$ cat src/rtl/mc_ctrl_pkg.sv
// Shared types and constants for the multi-cycle controller.
// States, opcodes, ALU operation codes and datapath mux selects.
package mc_ctrl_pkg;

  typedef enum logic [3:0] {
    S_RST,
    S_FETCH,
    S_DECODE,
    S_MEMADR,
    S_MEMRD,
    S_MEMWB,
    S_MEMWR,
    S_EXECR,
    S_EXECI,
    S_ALUWB,
    S_BRANCH,
    S_JAL,
    S_ERROR
  } state_t;

  localparam logic [6:0] OP_LOAD   = 7'b0000011;
  localparam logic [6:0] OP_STORE  = 7'b0100011;
  localparam logic [6:0] OP_RTYPE  = 7'b0110011;
  localparam logic [6:0] OP_ITYPE  = 7'b0010011;
  localparam logic [6:0] OP_BRANCH = 7'b1100011;
  localparam logic [6:0] OP_JAL    = 7'b1101111;

  localparam logic [3:0] ALU_AND = 4'b0000;
  localparam logic [3:0] ALU_OR  = 4'b0001;
  localparam logic [3:0] ALU_ADD = 4'b0010;
  localparam logic [3:0] ALU_SUB = 4'b0110;

  localparam logic [1:0] SRCA_PC    = 2'd0;
  localparam logic [1:0] SRCA_OLDPC = 2'd1;
  localparam logic [1:0] SRCA_RS1   = 2'd2;

  localparam logic [1:0] SRCB_RS2  = 2'd0;
  localparam logic [1:0] SRCB_IMM  = 2'd1;
  localparam logic [1:0] SRCB_FOUR = 2'd2;

  localparam logic [1:0] RES_ALUOUT = 2'd0;
  localparam logic [1:0] RES_MEM    = 2'd1;
  localparam logic [1:0] RES_ALU    = 2'd2;

endpackage

$ cat src/rtl/multicycle_control_unit_if.sv
// Instruction fields and status in, datapath/memory controls out.
// master = controller side, slave = datapath side.
interface multicycle_control_unit_if #(
  parameter int ALUOP_W = 4
);
  logic [6:0]         OPCode;
  logic [2:0]         funct3;
  logic [6:0]         funct7;
  logic               Zero;
  logic               MemReady;
  logic               PCWrite;
  logic               AdrSrc;
  logic               MemRead;
  logic               MemWrite;
  logic               IRWrite;
  logic [1:0]         ALUSrcA;
  logic [1:0]         ALUSrcB;
  logic [1:0]         ResultSrc;
  logic [ALUOP_W-1:0] ALUOperation;
  logic               RegWrite;
  logic               InstrDone;
  logic               Fault;

  modport master (
    input  OPCode, funct3, funct7, Zero, MemReady,
    output PCWrite, AdrSrc, MemRead, MemWrite, IRWrite,
    output ALUSrcA, ALUSrcB, ResultSrc, ALUOperation,
    output RegWrite, InstrDone, Fault
  );

  modport slave (
    output OPCode, funct3, funct7, Zero, MemReady,
    input  PCWrite, AdrSrc, MemRead, MemWrite, IRWrite,
    input  ALUSrcA, ALUSrcB, ResultSrc, ALUOperation,
    input  RegWrite, InstrDone, Fault
  );
endinterface

$ cat src/rtl/mc_alu_decoder.sv
// ALU operation decode for register and immediate arithmetic.
// imode=1 ignores funct7 (no SUB form for immediates).
module mc_alu_decoder
  import mc_ctrl_pkg::*;
(
  input  logic       f7b5,
  input  logic [2:0] funct3,
  input  logic       imode,
  output logic [3:0] aluop,
  output logic       illegal
);

  always_comb begin
    aluop   = ALU_ADD;
    illegal = 1'b0;
    unique case (1'b1)
      (funct3 == 3'b000) && (imode || !f7b5):
        aluop = ALU_ADD;
      (funct3 == 3'b000) && !imode && f7b5:
        aluop = ALU_SUB;
      (funct3 == 3'b111):
        aluop = ALU_AND;
      (funct3 == 3'b110):
        aluop = ALU_OR;
      default:
        illegal = 1'b1;
    endcase
  end

endmodule

$ cat src/rtl/multicycle_control_unit.sv
// Multi-cycle RV32 subset controller: FSM, memory wait timeout
// and output decode sharing one memory port and one ALU.
module multicycle_control_unit
  import mc_ctrl_pkg::*;
#(
  parameter int MEM_TIMEOUT = 16,
  parameter bit SUPPORT_BNE = 1'b1,
  parameter int ALUOP_W     = 4
) (
  input logic                       clk,
  input logic                       reset,
  multicycle_control_unit_if.master bus
);

  localparam int CW =
    (MEM_TIMEOUT > 0) ? $clog2(MEM_TIMEOUT + 1) : 1;

  state_t        state;
  logic [CW-1:0] cnt;
  logic          waiting;
  logic          tmo;
  logic          br_ok;
  logic          imode;
  logic [3:0]    dec_op;
  logic          dec_ill;
  logic          unused_ok;

  assign unused_ok =
    ^{bus.funct7[6], bus.funct7[4:0]};

  assign imode = (state == S_EXECI);

  mc_alu_decoder u_dec (
    .f7b5    (bus.funct7[5]),
    .funct3  (bus.funct3),
    .imode   (imode),
    .aluop   (dec_op),
    .illegal (dec_ill)
  );

  assign waiting =
    ((state == S_FETCH) || (state == S_MEMRD) ||
     (state == S_MEMWR)) && !bus.MemReady;

  // Last permitted wait cycle: the count would reach the limit.
  assign tmo = (MEM_TIMEOUT > 0) && waiting &&
    (cnt == CW'(MEM_TIMEOUT - 1));

  assign br_ok = (bus.funct3 == 3'b000) ||
    (SUPPORT_BNE && (bus.funct3 == 3'b001));

  always_ff @(posedge clk or posedge reset) begin
    if (reset) begin
      state <= S_RST;
      cnt   <= '0;
    end else begin
      cnt <= (waiting && (MEM_TIMEOUT > 0)) ?
        cnt + 1'b1 : '0;
      unique case (state)
        S_RST: state <= S_FETCH;
        S_FETCH:
          if (bus.MemReady) state <= S_DECODE;
          else if (tmo)     state <= S_ERROR;
        S_DECODE:
          case (bus.OPCode)
            OP_LOAD,
            OP_STORE:  state <= S_MEMADR;
            OP_RTYPE:  state <= S_EXECR;
            OP_ITYPE:  state <= S_EXECI;
            OP_BRANCH:
              state <= br_ok ? S_BRANCH : S_ERROR;
            OP_JAL:    state <= S_JAL;
            default:   state <= S_ERROR;
          endcase
        S_MEMADR:
          state <= (bus.OPCode == OP_LOAD) ?
            S_MEMRD : S_MEMWR;
        S_MEMRD:
          if (bus.MemReady) state <= S_MEMWB;
          else if (tmo)     state <= S_ERROR;
        S_MEMWR:
          if (bus.MemReady) state <= S_FETCH;
          else if (tmo)     state <= S_ERROR;
        S_EXECR,
        S_EXECI:
          state <= dec_ill ? S_ERROR : S_ALUWB;
        S_MEMWB,
        S_ALUWB,
        S_BRANCH: state <= S_FETCH;
        S_JAL:    state <= S_ALUWB;
        S_ERROR:  state <= S_ERROR;
        default:  state <= S_ERROR;
      endcase
    end
  end

  always_comb begin
    bus.PCWrite      = 1'b0;
    bus.AdrSrc       = 1'b0;
    bus.MemRead      = 1'b0;
    bus.MemWrite     = 1'b0;
    bus.IRWrite      = 1'b0;
    bus.ALUSrcA      = SRCA_PC;
    bus.ALUSrcB      = SRCB_RS2;
    bus.ResultSrc    = RES_ALUOUT;
    bus.ALUOperation = '0;
    bus.RegWrite     = 1'b0;
    bus.InstrDone    = 1'b0;
    bus.Fault        = 1'b0;
    case (state)
      S_FETCH: begin
        bus.MemRead      = 1'b1;
        bus.ALUSrcB      = SRCB_FOUR;
        bus.ALUOperation = ALUOP_W'(ALU_ADD);
        bus.ResultSrc    = RES_ALU;
        bus.IRWrite      = bus.MemReady;
        bus.PCWrite      = bus.MemReady;
      end
      S_DECODE: begin
        bus.ALUSrcA      = SRCA_OLDPC;
        bus.ALUSrcB      = SRCB_IMM;
        bus.ALUOperation = ALUOP_W'(ALU_ADD);
      end
      S_MEMADR: begin
        bus.ALUSrcA      = SRCA_RS1;
        bus.ALUSrcB      = SRCB_IMM;
        bus.ALUOperation = ALUOP_W'(ALU_ADD);
      end
      S_MEMRD: begin
        bus.AdrSrc  = 1'b1;
        bus.MemRead = 1'b1;
      end
      S_MEMWB: begin
        bus.ResultSrc = RES_MEM;
        bus.RegWrite  = 1'b1;
        bus.InstrDone = 1'b1;
      end
      S_MEMWR: begin
        bus.AdrSrc    = 1'b1;
        bus.MemWrite  = 1'b1;
        bus.InstrDone = bus.MemReady;
      end
      S_EXECR,
      S_EXECI: begin
        bus.ALUSrcA      = SRCA_RS1;
        bus.ALUSrcB      = imode ? SRCB_IMM : SRCB_RS2;
        bus.ALUOperation = ALUOP_W'(dec_op);
      end
      S_ALUWB: begin
        bus.RegWrite  = 1'b1;
        bus.InstrDone = 1'b1;
      end
      S_BRANCH: begin
        bus.ALUSrcA      = SRCA_RS1;
        bus.ALUOperation = ALUOP_W'(ALU_SUB);
        bus.InstrDone    = 1'b1;
        bus.PCWrite      = (bus.funct3 == 3'b000) ?
          bus.Zero : ~bus.Zero;
      end
      // ALUOut holds the target from DECODE; ALU forms OldPC+4.
      S_JAL: begin
        bus.ALUSrcA      = SRCA_OLDPC;
        bus.ALUSrcB      = SRCB_FOUR;
        bus.ALUOperation = ALUOP_W'(ALU_ADD);
        bus.PCWrite      = 1'b1;
      end
      S_ERROR: bus.Fault = 1'b1;
      default: ;
    endcase
  end

endmodule

$ cat src/flat_wrapper.sv
// flat-port wrapper written by rule: the top's interface ports become plain ports
module multicycle_control_unit_flat import mc_ctrl_pkg::*;
#(
  parameter int MEM_TIMEOUT = 16,
  parameter bit SUPPORT_BNE = 1'b1,
  parameter int ALUOP_W     = 4
)
  (clk, reset, bus_OPCode, bus_funct3, bus_funct7, bus_Zero, bus_MemReady, bus_PCWrite, bus_AdrSrc, bus_MemRead, bus_MemWrite, bus_IRWrite, bus_ALUSrcA, bus_ALUSrcB, bus_ResultSrc, bus_ALUOperation, bus_RegWrite, bus_InstrDone, bus_Fault);
  multicycle_control_unit_if #(.ALUOP_W(ALUOP_W)) bus_i ();
  input logic clk;
  input logic reset;
  input wire logic [$bits(bus_i.OPCode)-1:0] bus_OPCode;
  input wire logic [$bits(bus_i.funct3)-1:0] bus_funct3;
  input wire logic [$bits(bus_i.funct7)-1:0] bus_funct7;
  input wire logic [$bits(bus_i.Zero)-1:0] bus_Zero;
  input wire logic [$bits(bus_i.MemReady)-1:0] bus_MemReady;
  output wire logic [$bits(bus_i.PCWrite)-1:0] bus_PCWrite;
  output wire logic [$bits(bus_i.AdrSrc)-1:0] bus_AdrSrc;
  output wire logic [$bits(bus_i.MemRead)-1:0] bus_MemRead;
  output wire logic [$bits(bus_i.MemWrite)-1:0] bus_MemWrite;
  output wire logic [$bits(bus_i.IRWrite)-1:0] bus_IRWrite;
  output wire logic [$bits(bus_i.ALUSrcA)-1:0] bus_ALUSrcA;
  output wire logic [$bits(bus_i.ALUSrcB)-1:0] bus_ALUSrcB;
  output wire logic [$bits(bus_i.ResultSrc)-1:0] bus_ResultSrc;
  output wire logic [$bits(bus_i.ALUOperation)-1:0] bus_ALUOperation;
  output wire logic [$bits(bus_i.RegWrite)-1:0] bus_RegWrite;
  output wire logic [$bits(bus_i.InstrDone)-1:0] bus_InstrDone;
  output wire logic [$bits(bus_i.Fault)-1:0] bus_Fault;
  assign bus_i.OPCode = bus_OPCode;
  assign bus_i.funct3 = bus_funct3;
  assign bus_i.funct7 = bus_funct7;
  assign bus_i.Zero = bus_Zero;
  assign bus_i.MemReady = bus_MemReady;
  assign bus_PCWrite = bus_i.PCWrite;
  assign bus_AdrSrc = bus_i.AdrSrc;
  assign bus_MemRead = bus_i.MemRead;
  assign bus_MemWrite = bus_i.MemWrite;
  assign bus_IRWrite = bus_i.IRWrite;
  assign bus_ALUSrcA = bus_i.ALUSrcA;
  assign bus_ALUSrcB = bus_i.ALUSrcB;
  assign bus_ResultSrc = bus_i.ResultSrc;
  assign bus_ALUOperation = bus_i.ALUOperation;
  assign bus_RegWrite = bus_i.RegWrite;
  assign bus_InstrDone = bus_i.InstrDone;
  assign bus_Fault = bus_i.Fault;
  multicycle_control_unit #(.MEM_TIMEOUT(MEM_TIMEOUT), .SUPPORT_BNE(SUPPORT_BNE), .ALUOP_W(ALUOP_W)) u_core (.clk(clk), .reset(reset), .bus(bus_i));
endmodule
$ cat config.mk
export PLATFORM = sky130hd
export DESIGN_NAME = multicycle_control_unit_flat
export DESIGN_NICKNAME = d
export VERILOG_FILES = /design/src/rtl/mc_ctrl_pkg.sv /design/src/rtl/multicycle_control_unit_if.sv /design/src/rtl/mc_alu_decoder.sv /design/src/rtl/multicycle_control_unit.sv /design/src/flat_wrapper.sv
export SDC_FILE = /design/constraint.sdc
export NUM_CORES = 1
export LEC_CHECK = 0
export CORE_MARGIN = 3
export CORE_UTILIZATION = 43
export DETAILED_ROUTE_END_ITERATION = 10
export PLACE_DENSITY = 0.8
export SLEW_MARGIN = 10
export SYNTH_ARGS = -nofsm -noshare
export SYNTH_HDL_FRONTEND = slang
export SYNTH_HIERARCHICAL = 1
export SYNTH_SLANG_ARGS = --single-unit
$ cat constraint.sdc
create_clock -name clk -period 1.8 [get_ports clk]
set_input_delay 0.27 -clock clk [delete_from_list [all_inputs] [get_ports clk]]
set_output_delay 0.27 -clock clk [all_outputs]
set_load 0.02 [all_outputs]
* Yosys cells after proc, flatten, opt, wreduce, memory -nomap -nowiden
Cells that the tools add are included.
** Word-level totals
- RAM bits :: 0
- Memories kept :: 0
- Latch bits :: 0
- Input bits :: 21
- ROM bits :: 0
- Register bits :: 9
- Output and inout bits :: 18
- Word-level logic and storage cells :: 78
** Operators by class
- $add $sub $neg :: 1
- Bitwise logic cells :: 1
- Reduce and logical (&&, ||, !) cells :: 27
- $mul :: 0
- $lt $le $gt $ge :: 0
- Shifts and indexed selects :: 0
- Eq/ne operators :: 22
- Divide/modulo/power cells :: 0
- Mux-type cells :: 25
** Operator list (number)
- one-hot mux 4 bit (8 select lines) :: 1
- == test 4 bit, second input constant :: 5
- one-hot mux 4 bit (5 select lines) :: 1
- one-hot mux 3 bit (3 select lines) :: 2
- == test 4 x 3 -> 1 bit, second input constant :: 4
- two-way mux 4 bit :: 4
- OR reduction 2 bit :: 8
- OR reduction 4 bit :: 4
- == test 7 x 6 -> 1 bit, second input constant :: 2
- == test 7 bit, second input constant :: 2
- == test 4 x 2 -> 1 bit, second input constant :: 2
- two-way mux 1 bit :: 8
- one-hot mux 2 bit (2 select lines) :: 2
- == test 7 x 2 -> 1 bit, second input constant :: 1
- == test 7 x 5 -> 1 bit, second input constant :: 1
- == test 3 bit, second input constant :: 2
- two-way mux 3 bit :: 2
- one-hot mux 2 bit (3 select lines) :: 1
- adder 5 x 1 -> 5 bit, second input constant :: 1
- == test 5 x 4 -> 1 bit, second input constant :: 1
- logical AND 1 bit :: 5
- two-way mux 5 bit :: 1
- == test 4 x 1 -> 1 bit, second input constant :: 1
- zero test 4 bit :: 1
- 9 further kinds :: 14

* Logic depth before layout (Yosys ltp)
Gate-level depths: netlist (run 1).
- Depth after elaboration :: 8
- Gate-level depth with buffers :: 8

* By module
The synthesis (run 1) kept the hierarchy.
** Modules (own cells, without submodules)
- multicycle_control_unit :: area each 924.6 sq um, cells each 129, times used 1, sequential area each 225.2 sq um
- mc_alu_decoder :: area each 42.5 sq um, cells each 7, times used 1, sequential area each 0.0 sq um

* Least setup slack after synthesis (run 1)
OpenSTA, ideal clock, no wires.
- Path type :: reg2out
- Start :: register u_core.state[0]
- End :: output bus_ALUOperation[2]
- Required time :: 1530 ps
- Slack :: -48 ps
- Data arrival time :: 1578 ps
- Stages on the path, launching flop included :: 9
- Path through :: dfrtp_1 -> buf_2 -> buf_2 -> nor2_1 -> nand2_1 -> inv_1 -> and3b_1 -> o21ai_0 -> o21ai_0
** On the way
- Word-level cells in the longest chain between the ends :: 6
- Elaborated cells on any way between the ends :: 14
- Classes of those cells :: eq/ne (7); mux (2); reduce/logical (5)
** RTL lines
- from (decl) :: line multicycle_control_unit.sv:18 : state_t state;
- from (signal assigned) :: line multicycle_control_unit.sv:71 : state <= br_ok ? S_BRANCH : S_ERROR;
- from (signal assigned) :: line multicycle_control_unit.sv:76 : state <= (bus.OPCode == OP_LOAD) ?
- from (signal assigned) :: line multicycle_control_unit.sv:86 : state <= dec_ill ? S_ERROR : S_ALUWB;
- == test 4 bit :: line multicycle_control_unit.sv:31 : assign imode = (state == S_EXECI);
- net u_core.imode :: line multicycle_control_unit.sv:23 : logic imode;
- zero test 1 bit :: line mc_alu_decoder.sv:19 : (funct3 == 3'b000) && !imode && f7b5:
- logical AND 1 bit (2 in a row) :: line mc_alu_decoder.sv:19
- one-hot mux 3 bit (3 select lines) :: line mc_alu_decoder.sv:16 : unique case (1'b1)
- net u_core.dec_op[2] :: line multicycle_control_unit.sv:24 : logic [3:0] dec_op;
- one-hot mux 3 bit (3 select lines) :: line multicycle_control_unit.sv:110 : case (state)
- to (decl) :: line flat_wrapper.sv:25 : output wire logic [$bits(bus_i.ALUOperation)-1:0] bus_ALUOperation;
The timed path passes the listed nets, and every way through them passes these cells.

* Final worst setup path (run 1)
- Start :: register u_core.state[3]
- End :: output bus_ALUOperation[2]
The elaborated chain is that of the path after synthesis.

==> results.toml, run 1 <==
[synthesis]
syn_nets = 159
yosysTopAreaCell = "dfrtp_1"
synth-edff-count = 0
ys_ff_latch = 9
syn-mean-instance-area_um2 = 7.112
seq_area_frac_synth_pct = 23.29
yosys_warnings = 6
postSynth.asyncResetShare_pct = 100.0
synth_top_cell_area_share_pct = 23.29
synth_area_um2 = 967.2
yosysMostFrequentCell = "nor2_1"
yosysUniqueCellTypes = 44
synth_area_leaders = "dfrtp_1 23%, nor2_1 6.6%, nand2_1 5.4%, nand2b_1 5.2%, buf_2 4.1%"
synth_flop_cell = "dfrtp_1"
netlist_top_cells_count = "17 x nor2_1, 14 x nand2_1, 9 x dfrtp_1"
synthCells = 136

[die]
placementRows = 16
die-area_um2 = 2854
die_w_um = 53.43
boundaryPins = 39
coreArea_um2 = 2042
die-height_um = 53.43
start_util_pct = 47.37

[placed_design]
routabilityCongestion = 0.8718
port-buffer-count = 31
place_hpwl_mm = 2.801
dpl_cell_area_um2 = 1560
dp.cells = 224

[grt]
antenna_found_initial = 0
grt_pass1_vias = 1318
grt.busiest_layer = "met2"
met3_usage_pct = 3.662
grt_max_degree = 15
met1_usage_pct = 28.45
gr-usage-met2_pct = 49.80
grt_overflow = 0
grtUsageTotal_pct = 26.45
grt_pass1_wl_mm = 5.526

[routing]
initialDrtViolationCount = 46
drt-wirelength-per-cell_um = 17.18
drtPass1Iterations = 4
drc = 0
antenna_left = 0
routed_via_density = 5.769
wl_mm = 4.020
vias = 1350

[sta]
setup_tns_ns = -0.1317
hold_slack_ns = 0.2651
hold_violations = 0
fin_crit_sh_pct = 102.3
drv_slew = 0
rsz0062_at_grt = "true"
fin_crit_ns = 1.841
setup_ws_ns = -0.04051
setup_violations = 5
fin_worst_skew_ns = 0.002444
fmax_mhz = 543.3

[worst_setup_path]
r2r_cells = 8
start_kind = "register"
cp.arrival_ns = 1.57
r2r_setup_slack_ns = -0.03
worstSetupEndpointType = "output port"
endpoint = "bus_ALUOperation[2]"
r2r_start = "u_core/cnt[0]"
crit_type = "register to output port"
cp.required_ns = 1.53
startpoint = "u_core/state[3]"
worstPathMaxFanout = 4
reg2reg_to = "u_core/state[3]"

[finish]
fill_cells = 130
layout.nets = 231
drive_gt1_share_pct = 44.93
final_cells = 234
syn2layout_area_growth_pct = 73.35
num_antenna_cells = 0
stdcell_area_um2 = 1677

[cts]
h-tree-depth = 1
ctsRootBufferMaster = "clkbuf_4"
cts.sinks = 9
clk_pin_slew_worst_paths_ns = 0.07
clkLatencyLatePin_ns = 0.26
cts-buffers-inserted = 3
cts_tree = "done"
cts_hold_buf = 0
ctsLongestPathBuffers = 2

[hold_path]
hp-class = "input pin to asynchronous set/reset pin"

[power_and_ir_drop]
cellPowerDensity_nw_per_um2 = 658.6
p_leak_nw = 0.8075
power_mw = 1.104
ir_worst_vdd_mv = 0.4444

[outcome]
status = "finished with violations"
violations = "setup timing"

[run]
drv_cap = 0
-- worst max-delay path, stage by stage (launching register included) --
cell	delay, ns
dfrtp_2	0.42
nor2b_4	0.21
nand2_2	0.09
inv_1	0.05
and3b_1	0.17
o21ai_0	0.14
o21ai_1	0.07
buf_4	0.15
-- state kept, by name, summed over array words and instances, names as in the netlist --
name / cells
u_core/state: 4
u_core/cnt: 5
-- cells in the final DEF (no fill, tap or decap), types with 2 or more instances in the layout --
cell	instances
buf_2	11
o22ai_1	3
xor2_1	2
clkbuf_4	3
and3_1	2
nor2b_2	2
nand4bb_1	2
and2_1	4
a31oi_1	2
nand3_1	2
buf_6	2
a21oi_1	4
buf_4	50
nand2b_1	8
nor3_2	3
inv_1	8
nor2_1	14
o21ai_0	4
xnor2_1	2
o21ai_1	6
a21oi_2	3
clkdlybuf4s50_1	12
dfrtp_2	3
nor2_2	3
dfrtp_1	6
nand2_1	13
-- metal layers --
layer / vias up / routed length, um
met5: - / 0
met4: 0 / 153
met3: 19 / 232
met2: 77 / 2095
met1: 636 / 1539
li1: 618 / -
-- through the flow --
step | setup WS [ns] | utilization, %
6_report | -0.04051 | 82.11
5_1_grt | -0.1313 | 82.11
4_1_cts | -0.05110 | 76.65
3_5_place_dp | -0.4513 | 76.41
3_3_place_gp | -0.3902 | 76.41
2_1_floorplan | 0.05752 | -
-- where the power goes --
part	internal, mW	switching [mW]
clock network	0.0821	0.0754
registers	0.222	0.0327
logic	0.331	0.362
-- cell type report --
cell class                      instances  area [um2]  area share (%)
Sequential cell                         9       229.0           13.66
Timing Repair Buffer                   77       594.3           35.45
Multi-Input combinational cell        109       762.0           45.45
Tap cell                               27       33.78           2.015
Clock buffer                            3       22.52           1.343
Clock inverter                          1       5.005          0.2985
Inverter                                8       30.03           1.791
-- how the worst min path moves through the flow --
stage | startpoint | end | slack, ns
after detailed placement | u_core/cnt[3] | u_core/cnt[3] | 0.53
final | reset | u_core/cnt[2] | 0.27
after global routing | reset | u_core/cnt[2] | 0.30
after global placement | u_core/cnt[0] | u_core/cnt[0] | 0.51
after floorplan | reset | u_core/cnt[0] | 0.1
after CTS | reset | u_core/cnt[2] | 0.27
-- kinds of logic after synthesis --
group                    share of synthesized area (%)
other                                           0.3877
buffers and inverters                            8.409
flip-flops                                       23.29
adder cells (fa/ha/maj)                          2.587
multiplexers                                     1.164
AND/OR/NAND/NOR                                  37.52
XOR/XNOR                                         3.623
AO/OA/AOI/OAI                                    23.03
-- what timing repair did --
item                       4_1_cts  5_1_grt
setup endpoints to repair       19       19
pin swaps                        2        4
resized for setup               80       28
hold endpoints to repair         0        0
buffers inserted                 2        4
(Power assumes the default switching activity.)
==> inputs of run 2 (changes only) <==
GPL_TIMING_DRIVEN = 0   (was default)
==> results.toml, run 2 (same netlist as run 1, synthesis figures left out) <==
[cts]
h-tree-depth = 1
clk_pin_slew_worst_paths_ns = 0.06
ctsRootBufferMaster = "clkbuf_4"
ctsLongestPathBuffers = 2
cts.sinks = 9
cts_tree = "done"
cts_hold_buf = 0
clkLatencyLatePin_ns = 0.26
cts-buffers-inserted = 3

[die]
die_w_um = 53.43
placementRows = 16
die-height_um = 53.43
coreArea_um2 = 2042
start_util_pct = 47.37
die-area_um2 = 2854
boundaryPins = 39

[finish]
drive_gt1_share_pct = 33.90
mostFrequentLayoutCells = "15 x buf_4, 14 x nor2_1, 12 x nand2_1"
fill_cells = 182
final_cells = 204
largest_register_ffs = 5
layout_commonest_cell = "buf_4"
num_antenna_cells = 0
syn2layout_area_growth_pct = 52.39
top_regs = "u_core/cnt x5, u_core/state x4"
layout.nets = 201
regMostFlops = "u_core/cnt"

[sta]
rsz0062_at_grt = "true"
fin_crit_ns = 1.953
hold_violations = 0
fmax_mhz = 511.9
setup_ws_ns = -0.1533
fin_worst_skew_ns = 0.001362
hold_slack_ns = 0.2620
fin_crit_sh_pct = 108.5
setup_tns_ns = -0.2417
drv_slew = 0
setup_violations = 3

[worst_setup_path]
start_kind = "register"
cp.arrival_ns = 1.68
r2r_start = "u_core/cnt[0]"
startpoint = "u_core/state[0]"
cp.depth = 9
r2r_cells = 7
crit_type = "register to output port"
worstPathMaxFanout = 7
cp.required_ns = 1.53
crit_slowest_cell = "dfrtp_1"
slowest_delay_ns = 0.38
cp_top_family = "buffers and inverters"
path_cells = "buf_6, buf_8, nor2_4, nand2_2, inv_2, and3b_1, o21ai_1, o21ai_1, buf_4"
worstPathBufferInverterCount = 4
cpMostUsedCell = "o21ai_1"
worstSetupEndpointType = "output port"

[outcome]
status = "finished with violations"
violations = "setup timing"

[routing]
vias = 1164
drtPass1Iterations = 4
wl_mm = 2.971
initialDrtViolationCount = 52
antenna_left = 0
drc = 0
drt-wirelength-per-cell_um = 14.56
routed_via_density = 5.706

[placed_design]
routabilityCongestion = 0.8967
dp.cells = 193
port-buffer-count = 30
place_hpwl_mm = 2.076

[power_and_ir_drop]
ir_worst_vdd_mv = 0.5608
power_mw = 1.046
cellPowerDensity_nw_per_um2 = 709.3
p_leak_nw = 0.6402

[grt]
grt_pass1_wl_mm = 4.698
grt_max_degree = 11
grt_pass1_vias = 1133
grtUsageTotal_pct = 22.35
grt_overflow = 0
antenna_found_initial = 0

[run]
drv_cap = 0

[hold_path]
hp-class = "input pin to asynchronous set/reset pin"
==> run 2: changes by cell type in the layout (fill, tap and decap cells not counted), sizes merged <==
cell	delta
clkdlybuf4s50	-1
dlymetal6s2s	-1
dlygate4sd2	+1
clkbuf	+6
buf	-39
clkdlybuf4s15	+5
clkinv	-1
==> run 2: timing repair <==
item | 4_1_cts | 5_1_grt
gates resized for setup | 76 | 33
pin swaps | 1 | 4
buffers inserted | 1 | 6
setup endpoints to repair | 19 | 17
==> run 2: final cells by class <==
cell class / count / area, um2 / share of cell area, %
multi-input combinational: 109 / 760.7 / 51.61
timing repair buffer: 37 / 306.5 / 20.80
sequential: 9 / 225.2 / 15.28
buffer: 10 / 88.84 / 6.027
tap: 27 / 33.78 / 2.292
inverter: 8 / 32.53 / 2.207
clock buffer: 4 / 26.28 / 1.783
==> run 2: worst paths after layout <==
| kind | endpoint | slack (ns) |
|---|---|---|
| min in group clk | u_core/state[0] | 0.41 |
| min | u_core/state[0] | 0.26 |
| max in group asynchronous | u_core/state[3] | 1.29 |
| max reg2reg | u_core/state[2] | 0.07 |
| min reg2reg | u_core/cnt[0] | 0.48 |
| max | bus_ALUOperation[2] | -0.15 |
==> run 2: metal layers <==
| layer | up-vias | GRT usage (%) | routed length (um) |
|---|---|---|---|
| met5 | - | 0 | 0 |
| met4 | 0 | 8.936 | 42 |
| met3 | 9 | 5.634 | 237 |
| met2 | 57 | 38.16 | 1525 |
| met1 | 542 | 26.24 | 1166 |
| li1 | 556 | - | - |
==> run 2: report_power, final <==
part	internal [mW]	switching [mW]	total [mW]	leakage, nW
combinational	0.299	0.361	0.660	0.510
clock	0.0856	0.0728	0.158	0.0150
sequential	0.219	0.00844	0.227	0.116
==> run 2: per-stage QoR <==
step | worst slack, ns | util [%] | instance area, um2
after global placement | -0.4694 | 63.73 | 1301
final | -0.1533 | 72.18 | 1474
after detailed placement | -0.4802 | 63.73 | 1301
after floorplan | 0.05752 | - | 967.2
after global routing | -0.2356 | 72.18 | 1474
after CTS | -0.2022 | 67.59 | 1380
